**src/rtl/serial_alu_pkg.sv**
```systemverilog
// Shared definitions for the bit-serial ALU sequencer: op_sel encodings,
// FSM state enum and op classification helpers.
package serial_alu_pkg;

    localparam logic [2:0] OP_PASS_B = 3'b000;
    localparam logic [2:0] OP_ADD    = 3'b010;
    localparam logic [2:0] OP_SUB    = 3'b011;
    localparam logic [2:0] OP_AND    = 3'b100;
    localparam logic [2:0] OP_OR     = 3'b101;
    localparam logic [2:0] OP_XOR    = 3'b110;

    typedef enum logic [1:0] {
        IDLE = 2'd0,
        RUN  = 2'd1,
        DONE = 2'd2
    } state_t;

    function automatic logic is_illegal_op(input logic [2:0] sel);
        return (sel == 3'b001) || (sel == 3'b111);
    endfunction

    function automatic logic is_arith_op(input logic [2:0] sel);
        return (sel == OP_ADD) || (sel == OP_SUB);
    endfunction

endpackage

```
**src/rtl/alu_1.sv**
```systemverilog
// 1-bit ALU slice: one bit of PASS_B/ADD/SUB/AND/OR/XOR per evaluation.
// Combinational, no latency; no flow control. Illegal selects yield result=0, Cout=0.
module alu_1
    import serial_alu_pkg::*;
(
    input  logic       a,
    input  logic       b,
    input  logic       Cin,
    input  logic [2:0] sel,
    output logic       result,
    output logic       Cout
);

    logic b_eff;

    // Subtraction is A + ~B + 1; the +1 arrives as the initial carry.
    assign b_eff = (sel == OP_SUB) ? ~b : b;

    always_comb begin
        result = 1'b0;
        Cout   = 1'b0;
        case (sel)
            OP_PASS_B: result = b;
            OP_ADD, OP_SUB: begin
                result = a ^ b_eff ^ Cin;
                Cout   = (a & b_eff) | (a & Cin) | (b_eff & Cin);
            end
            OP_AND:    result = a & b;
            OP_OR:     result = a | b;
            OP_XOR:    result = a ^ b;
            default: ;
        endcase
    end

endmodule

```
**src/rtl/serial_alu_seq.sv**
```systemverilog
// Bit-serial ALU sequencer: drives one alu_1 slice LSB first over WIDTH cycles.
// Latency: res_valid rises WIDTH cycles after acceptance. Backpressure: result held in DONE
// until res_ready; op_ready only in IDLE, no queueing. Flags built only with SERIAL_ALU_FLAGS_EN.
module serial_alu_seq
    import serial_alu_pkg::*;
#(
    parameter int WIDTH = 64
) (
    input  logic             clk,
    input  logic             reset,
    input  logic             op_valid,
    output logic             op_ready,
    input  logic [2:0]       op_sel,
    input  logic [WIDTH-1:0] op_a,
    input  logic [WIDTH-1:0] op_b,
    output logic             res_valid,
    input  logic             res_ready,
    output logic [WIDTH-1:0] res_data,
    output logic             res_zero,
    output logic             res_neg,
    output logic             res_carry,
    output logic             res_ovf,
    output logic             res_err
);

    localparam int              CW   = (WIDTH > 1) ? $clog2(WIDTH) : 1;
    localparam logic [CW-1:0]   LAST = CW'(WIDTH - 1);

    state_t           state_q, state_d;
    logic             ready_q;
    logic             accept;
    logic             last_bit;
    logic [WIDTH-1:0] a_q, b_q, res_q, res_shift;
    logic [2:0]       sel_q;
    logic             carry_q;
    logic [CW-1:0]    cnt_q;
    logic             err_q;
    logic             slice_res, slice_cout;

    // ready_q is 1 only in IDLE, so it alone qualifies acceptance.
    assign accept    = op_valid && ready_q;
    assign last_bit  = (state_q == RUN) && (cnt_q == LAST);
    assign res_shift = {slice_res, res_q[WIDTH-1:1]};

    always_ff @(posedge clk or negedge reset) begin
        if (!reset) begin
            state_q <= IDLE;
            ready_q <= 1'b0;
        end else begin
            state_q <= state_d;
            ready_q <= (state_d == IDLE);
        end
    end

    always_comb begin
        state_d = state_q;
        case (state_q)
            IDLE:    if (accept) state_d = RUN;
            RUN:     if (cnt_q == LAST) state_d = DONE;
            DONE:    if (res_ready) state_d = IDLE;
            default: state_d = IDLE;
        endcase
    end

    alu_1 u_slice (
        .a      (a_q[0]),
        .b      (b_q[0]),
        .Cin    (carry_q),
        .sel    (sel_q),
        .result (slice_res),
        .Cout   (slice_cout)
    );

    always_ff @(posedge clk or negedge reset) begin
        if (!reset) begin
            a_q     <= '0;
            b_q     <= '0;
            res_q   <= '0;
            sel_q   <= OP_PASS_B;
            carry_q <= 1'b0;
            cnt_q   <= '0;
            err_q   <= 1'b0;
        end else if (accept) begin
            a_q     <= op_a;
            b_q     <= op_b;
            res_q   <= '0;
            sel_q   <= op_sel;
            carry_q <= (op_sel == OP_SUB);
            cnt_q   <= '0;
            err_q   <= is_illegal_op(op_sel);
        end else if (state_q == RUN) begin
            a_q     <= a_q >> 1;
            b_q     <= b_q >> 1;
            res_q   <= res_shift;
            carry_q <= slice_cout;
            cnt_q   <= cnt_q + CW'(1);
        end
    end

`ifdef SERIAL_ALU_FLAGS_EN
    logic zero_q, neg_q, cflag_q, ovf_q;

    // On the last bit carry_q still holds the carry into the MSB.
    always_ff @(posedge clk or negedge reset) begin
        if (!reset) begin
            zero_q  <= 1'b0;
            neg_q   <= 1'b0;
            cflag_q <= 1'b0;
            ovf_q   <= 1'b0;
        end else if (accept) begin
            zero_q  <= 1'b0;
            neg_q   <= 1'b0;
            cflag_q <= 1'b0;
            ovf_q   <= 1'b0;
        end else if (last_bit) begin
            zero_q  <= (res_shift == '0);
            neg_q   <= slice_res;
            cflag_q <= is_arith_op(sel_q) & slice_cout;
            ovf_q   <= is_arith_op(sel_q) & (carry_q ^ slice_cout);
        end
    end

    assign res_zero  = zero_q;
    assign res_neg   = neg_q;
    assign res_carry = cflag_q;
    assign res_ovf   = ovf_q;
`else
    assign res_zero  = 1'b0;
    assign res_neg   = 1'b0;
    assign res_carry = 1'b0;
    assign res_ovf   = 1'b0;
`endif

    assign op_ready  = ready_q;
    assign res_valid = (state_q == DONE);
    assign res_data  = res_q;
    assign res_err   = err_q;

endmodule

```
**config.mk**
```make
export PLATFORM = sky130hd
export DESIGN_NAME = serial_alu_seq
export DESIGN_NICKNAME = d
export VERILOG_FILES = /design/src/rtl/serial_alu_pkg.sv /design/src/rtl/alu_1.sv /design/src/rtl/serial_alu_seq.sv
export SDC_FILE = /design/constraint.sdc
export NUM_CORES = 1
export LEC_CHECK = 0
export CAP_MARGIN = 10
export CORE_MARGIN = 1.5
export CORE_UTILIZATION = 60
export DETAILED_ROUTE_END_ITERATION = 8
export DONT_BUFFER_PORTS = 1
export PLACE_DENSITY_LB_ADDON = 0.3
export SETUP_SLACK_MARGIN = 0.2
export SYNTH_ARGS = -nofsm -noshare
export SYNTH_HDL_FRONTEND = slang
export SYNTH_SLANG_ARGS = --single-unit
```
**constraint.sdc**
```tcl
create_clock -name clk -period 2.5 [get_ports clk]
set_clock_uncertainty 0.15 [all_clocks]
set_input_delay 0.25 -clock clk [delete_from_list [all_inputs] [get_ports clk]]
set_output_delay 0.25 -clock clk [all_outputs]
set_load 0.05 [all_outputs]
```
==> flow_summary.html <==
<table>
<tr><th>Metric</th><th>Value</th></tr>
<tr><th colspan="2">Status</th></tr>
<tr><td>Status</td><td>finished with violations</td></tr>
<tr><td>Violations in the final reports</td><td>hold timing</td></tr>
<tr><th colspan="2">Critical path</th></tr>
<tr><td>Chain of cells forming the critical path</td><td>nand3b_1 &gt; xnor2_1 &gt; fa_1 &gt; or4b_1 &gt; a31oi_1</td></tr>
<tr><td>Crit path largest cell delay</td><td>510 ps</td></tr>
<tr><td>CP Data Arrival Time</td><td>2290 ps</td></tr>
<tr><td>Max FO, Critical Path</td><td>5</td></tr>
<tr><td>Origin of the critical flop-to-flop path</td><td>sel_q[2]</td></tr>
<tr><td>Required arrival time at the worst endpoint</td><td>2770 ps</td></tr>
<tr><td>Slowest cell on crit path</td><td>sky130_fd_sc_hd__or4b_1</td></tr>
<tr><td>Count of buffer and inverter cells on the critical path</td><td>0</td></tr>
<tr><td>Crit path launch type</td><td>register</td></tr>
<tr><td>Largest delay share family, worst path</td><td>simple AND/OR/NAND/NOR gates</td></tr>
<tr><td>Crit path launch</td><td>sel_q[2]</td></tr>
<tr><td>Path type of the worst setup path</td><td>register to register</td></tr>
<tr><td>Critical path endpoint category</td><td>register</td></tr>
<tr><th colspan="2">Placement</th></tr>
<tr><td>DPL Wire Length</td><td>11.6 mm</td></tr>
<tr><td>Total of buffers placed on input and output ports</td><td>0</td></tr>
<tr><td>Placed cell count</td><td>1,170</td></tr>
<tr><td>Final RePlAce weighted congestion</td><td>0.774</td></tr>
<tr><th colspan="2">Min path</th></tr>
<tr><td>Hold Crit Class</td><td>primary input to asynchronous set/reset pin</td></tr>
<tr><th colspan="2">CTS</th></tr>
<tr><td>Bufs on Longest Clock Path</td><td>3</td></tr>
<tr><td>Clock tree from TritonCTS</td><td>yes</td></tr>
<tr><td>Count of buffers added by post-CTS timing repair for setup</td><td>0</td></tr>
<tr><td>CTS Hold Buffers Added</td><td>132</td></tr>
<tr><td>Inserted Clock Buffers</td><td>22</td></tr>
<tr><td>Sinks on the clock net</td><td>206</td></tr>
<tr><td>Gates resized, CTS repair</td><td>0</td></tr>
<tr><td>Clock root buffer</td><td>sky130_fd_sc_hd__clkbuf_16</td></tr>
<tr><td>H-Tree Level Count</td><td>1</td></tr>
<tr><td>Insertion delay of the later-clocked pin in the worst-skew pair</td><td>500 ps</td></tr>
<tr><td>Clock transition at the register clock pins on the worst setup and hold paths after CTS</td><td>60 ps</td></tr>
<tr><th colspan="2">Synthesis</th></tr>
<tr><td>Post-synth EDFFs</td><td>0</td></tr>
<tr><td>Netlist cell types</td><td>33</td></tr>
<tr><td>Mapped Area</td><td>9000 um^2</td></tr>
<tr><td>Most repeated cell in the gate-level netlist after synthesis</td><td>sky130_fd_sc_hd__nand2_1</td></tr>
<tr><td>Mean area per synthesized cell</td><td>8.54 um^2</td></tr>
<tr><td>Library cell occupying the most area in the post-synthesis netlist</td><td>sky130_fd_sc_hd__dfrtp_1</td></tr>
<tr><td>Top post-synthesis cells by count</td><td>sky130_fd_sc_hd__nand2_1 (392), sky130_fd_sc_hd__dfrtp_1 (206), sky130_fd_sc_hd__nor2_1 (132), sky130_fd_sc_hd__a31oi_1 (128), sky130_fd_sc_hd__a21oi_1 (67)</td></tr>
<tr><td>Count of mapped cells out of synthesis</td><td>1,054</td></tr>
<tr><td>Largest cells by area after synthesis</td><td>sky130_fd_sc_hd__dfrtp_1 (57%), sky130_fd_sc_hd__nand2_1 (16%), sky130_fd_sc_hd__a31oi_1 (8.9%), sky130_fd_sc_hd__nor2_1 (5.5%), sky130_fd_sc_hd__a21oi_1 (3.7%)</td></tr>
<tr><td>Warnings from Yosys</td><td>0</td></tr>
<tr><td>Portion of synthesized cell area occupied by the leading cell type</td><td>57.3%</td></tr>
<tr><td>Sequential fraction of the synthesis area</td><td>57.3%</td></tr>
<tr><td>Dominant synthesized flop cell</td><td>sky130_fd_sc_hd__dfrtp_1</td></tr>
<tr><td>Fraction of synthesis flops using an asynchronous set or reset pin</td><td>100%</td></tr>
<tr><td>Synthesis-stage register bit count</td><td>206</td></tr>
<tr><th colspan="2">Timing</th></tr>
<tr><td>Period utilization</td><td>80.8%</td></tr>
<tr><td>Highest achievable clock rate</td><td>0.495 GHz</td></tr>
<tr><td>Final slew viol count</td><td>0</td></tr>
<tr><td>Unrepaired setup endpoints after global routing</td><td>false</td></tr>
<tr><td>Clock period minus final worst setup slack</td><td>2020 ps</td></tr>
<tr><td>Hold violation total from the final report</td><td>206</td></tr>
<tr><td>Max_slew headroom</td><td>63.9%</td></tr>
<tr><td>Setup total negative slack</td><td>0 ps</td></tr>
<tr><td>Final number of setup-violating endpoints</td><td>0</td></tr>
<tr><td>Worst hold margin</td><td>-701 ps</td></tr>
<tr><td>Actual slew at the worst max-slew pin</td><td>542 ps</td></tr>
<tr><th colspan="2">Finish</th></tr>
<tr><td>Final cell count without fillers</td><td>1,339</td></tr>
<tr><td>Layout area overhead</td><td>23.2%</td></tr>
<tr><td>Fillers</td><td>921</td></tr>
<tr><td>Combined flip-flop and latch cell area</td><td>5150 um^2</td></tr>
<tr><td>Area taken by multi-input logic gates</td><td>3450 um^2</td></tr>
<tr><td>Fraction of final layout cells with drive strength greater than 1</td><td>4.51%</td></tr>
<tr><td>NumNets Final</td><td>1,281</td></tr>
<tr><th colspan="2">GRT</th></tr>
<tr><td>Met2 routing resource usage after global routing</td><td>48.5%</td></tr>
<tr><td>Maximum number of pins on one net before global-route repair</td><td>207</td></tr>
<tr><td>Congestion Overflow GR</td><td>0</td></tr>
<tr><td>Antenna violations before repair</td><td>1</td></tr>
<tr><td>Met1 track demand over resource</td><td>37.7%</td></tr>
<tr><td>M3 GR Usage</td><td>7.53%</td></tr>
<tr><td>Number of global-route vias before repair</td><td>7,937</td></tr>
<tr><td>GRT Total Usage</td><td>29.3%</td></tr>
<tr><td>Most used routing layer in global routing</td><td>met2</td></tr>
<tr><td>Global-route wire length before repair</td><td>38.4 mm</td></tr>
<tr><th colspan="2">Pwr</th></tr>
<tr><td>Leakage</td><td>4.99 nW</td></tr>
<tr><td>Total power divided by cell area</td><td>1180 nW/um^2</td></tr>
<tr><td>Power share of the sequential group</td><td>53.2%</td></tr>
<tr><td>Portion of total power attributed to the clock network</td><td>24.3%</td></tr>
<tr><td>Combinational Power Share</td><td>22.5%</td></tr>
<tr><td>Internal power component</td><td>7.91 mW</td></tr>
<tr><td>Switch share</td><td>39.5%</td></tr>
<tr><td>Worst IR Drop VDD</td><td>0.749 mV</td></tr>
<tr><td>Switching pwr</td><td>5.16 mW</td></tr>
<tr><th colspan="2">Floorplan</th></tr>
<tr><td>Starting density of the core</td><td>61.7%</td></tr>
<tr><td>Die Height</td><td>125 um</td></tr>
<tr><td>DIE AREA</td><td>15,700 um^2</td></tr>
<tr><td>X dimension of the die</td><td>125 um</td></tr>
<tr><td>Cell row count</td><td>44</td></tr>
<tr><td>Number of primary I/O pins</td><td>206</td></tr>
<tr><td>Core area</td><td>14,600 um^2</td></tr>
<tr><th colspan="2">Routing</th></tr>
<tr><td>Drt first-iter violations</td><td>602</td></tr>
<tr><td>Detailed-route via count</td><td>7,831</td></tr>
<tr><td>Routed Antenna Nets</td><td>0</td></tr>
<tr><td>1st-pass router iterations</td><td>5</td></tr>
<tr><td>Wire per inst</td><td>16.9 um</td></tr>
<tr><td>Via density per instance</td><td>5.85</td></tr>
<tr><td>DRC violations left</td><td>0</td></tr>
<tr><td>Wire length after detailed routing</td><td>22.7 mm</td></tr>
<tr><th colspan="2">Flow run</th></tr>
<tr><td>Max-cap check violation count</td><td>0</td></tr>
</table>
## path summary, 6_finish.rpt
path / to / slack, ps / cells after the start
worst min register to register: a_q[63] / 350 / 1
max in group asynchronous: b_q[29] / 2680 / 0
worst max-delay path: carry_q / 480 / 5
worst max register to register: carry_q / 480 / 5
min in group clk: a_q[7] / 50 / 3
worst min-delay path: res_data[48] / -700 / 0
## power groups by stage
stage	sequential (mW)	combinational (mW)	clock [mW]
2_1_floorplan	6.66	2.26	0
3_5_place_dp	6.90	2.70	0
5_1_grt	7.14	3.39	3.35
3_3_place_gp	6.89	2.54	0
4_1_cts	6.90	2.87	3.21
6_report	6.95	2.95	3.18
## routing by layer
layer | up-vias | part of all wire (%)
met5 | - | 0
met4 | 0 | 3.5
met3 | 72 | 7.5
met2 | 332 | 49
met1 | 3786 | 40
li1 | 3641 | -
## worst reg2reg max path, delay by kind of cell (launching register included)
family / cells / cell delay [ps]
flip-flops: 1 / 410
AO/OA/AOI/OAI: 1 / 170
AND/OR/NAND/NOR: 2 / 700
XOR/XNOR: 1 / 160
adder cells (fa/ha/maj): 1 / 350
## sequential cells by signal, indices dropped and copies added (netlist names), 2 cells and up
signal,count
a_q,64
b_q,64
res_data,64
cnt_q,6
sel_q,3
state_q,2
## stage by stage
step	setup slack, ps	total power [mW]	hold slack (ps)	util [%]	instance area [um^2]
CTS	475	13.0	-722	76.0	11100
global placement	555	9.43	-191	62.1	9060
finish	481	13.1	-701	76.0	11100
global route	415	13.9	-727	76.0	11100
floorplan	592	8.92	-196	-	9010
detailed placement	466	9.60	-192	62.1	9060
## kinds of logic (layout without fill, tap and decap cells)
kind of cell / after synthesis / in the layout / share of synthesized area [%]
and+or+nand+nor: 543 / 543 / 23.2
AOI/OAI and AO/OA: 206 / 206 / 13.6
DFF: 206 / 206 / 57.3
buffers and inverters: 89 / 186 / 4.78
adders and majority gates: 4 / 4 / 0.640
xor gates and xnor gates: 4 / 4 / 0.389
other: 1 / 5 / 0.0417
muxes: 1 / 1 / 0.111
## cell type report
| class | count | area share (%) |
|---|---|---|
| Antenna cell | 1 | 0.0226 |
| Clock buffer | 32 | 6.13 |
| Timing Repair Buffer | 145 | 13.8 |
| Inverter | 5 | 0.169 |
| Tap cell | 184 | 2.08 |
| Multi-Input combinational cell | 762 | 31.1 |
| Clock inverter | 4 | 0.214 |
| Sequential cell | 206 | 46.5 |
## layout by cell type, fill, tap and decap left out, types with 2 or more instances in the layout
cell type,n
sky130_fd_sc_hd__nand2_1,391
sky130_fd_sc_hd__dfrtp_1,206
sky130_fd_sc_hd__nor2_1,132
sky130_fd_sc_hd__dlygate4sd3_1,132
sky130_fd_sc_hd__a31oi_1,128
sky130_fd_sc_hd__a21oi_1,67
sky130_fd_sc_hd__clkbuf_16,23
sky130_fd_sc_hd__buf_12,9
sky130_fd_sc_hd__clkbuf_8,7
sky130_fd_sc_hd__nand3_1,5
sky130_fd_sc_hd__inv_1,5
sky130_fd_sc_hd__conb_1,4
sky130_fd_sc_hd__buf_4,4
sky130_fd_sc_hd__nand2b_1,3
sky130_fd_sc_hd__xnor2_1,3
sky130_fd_sc_hd__o21ai_0,3
sky130_fd_sc_hd__ha_1,3
sky130_fd_sc_hd__clkinv_2,3
sky130_fd_sc_hd__o31ai_1,2
sky130_fd_sc_hd__nand3b_1,2
sky130_fd_sc_hd__or3_1,2
sky130_fd_sc_hd__a22o_1,2
sky130_fd_sc_hd__clkbuf_1,2
No activity file was read; power rests on OpenSTA's default activity.
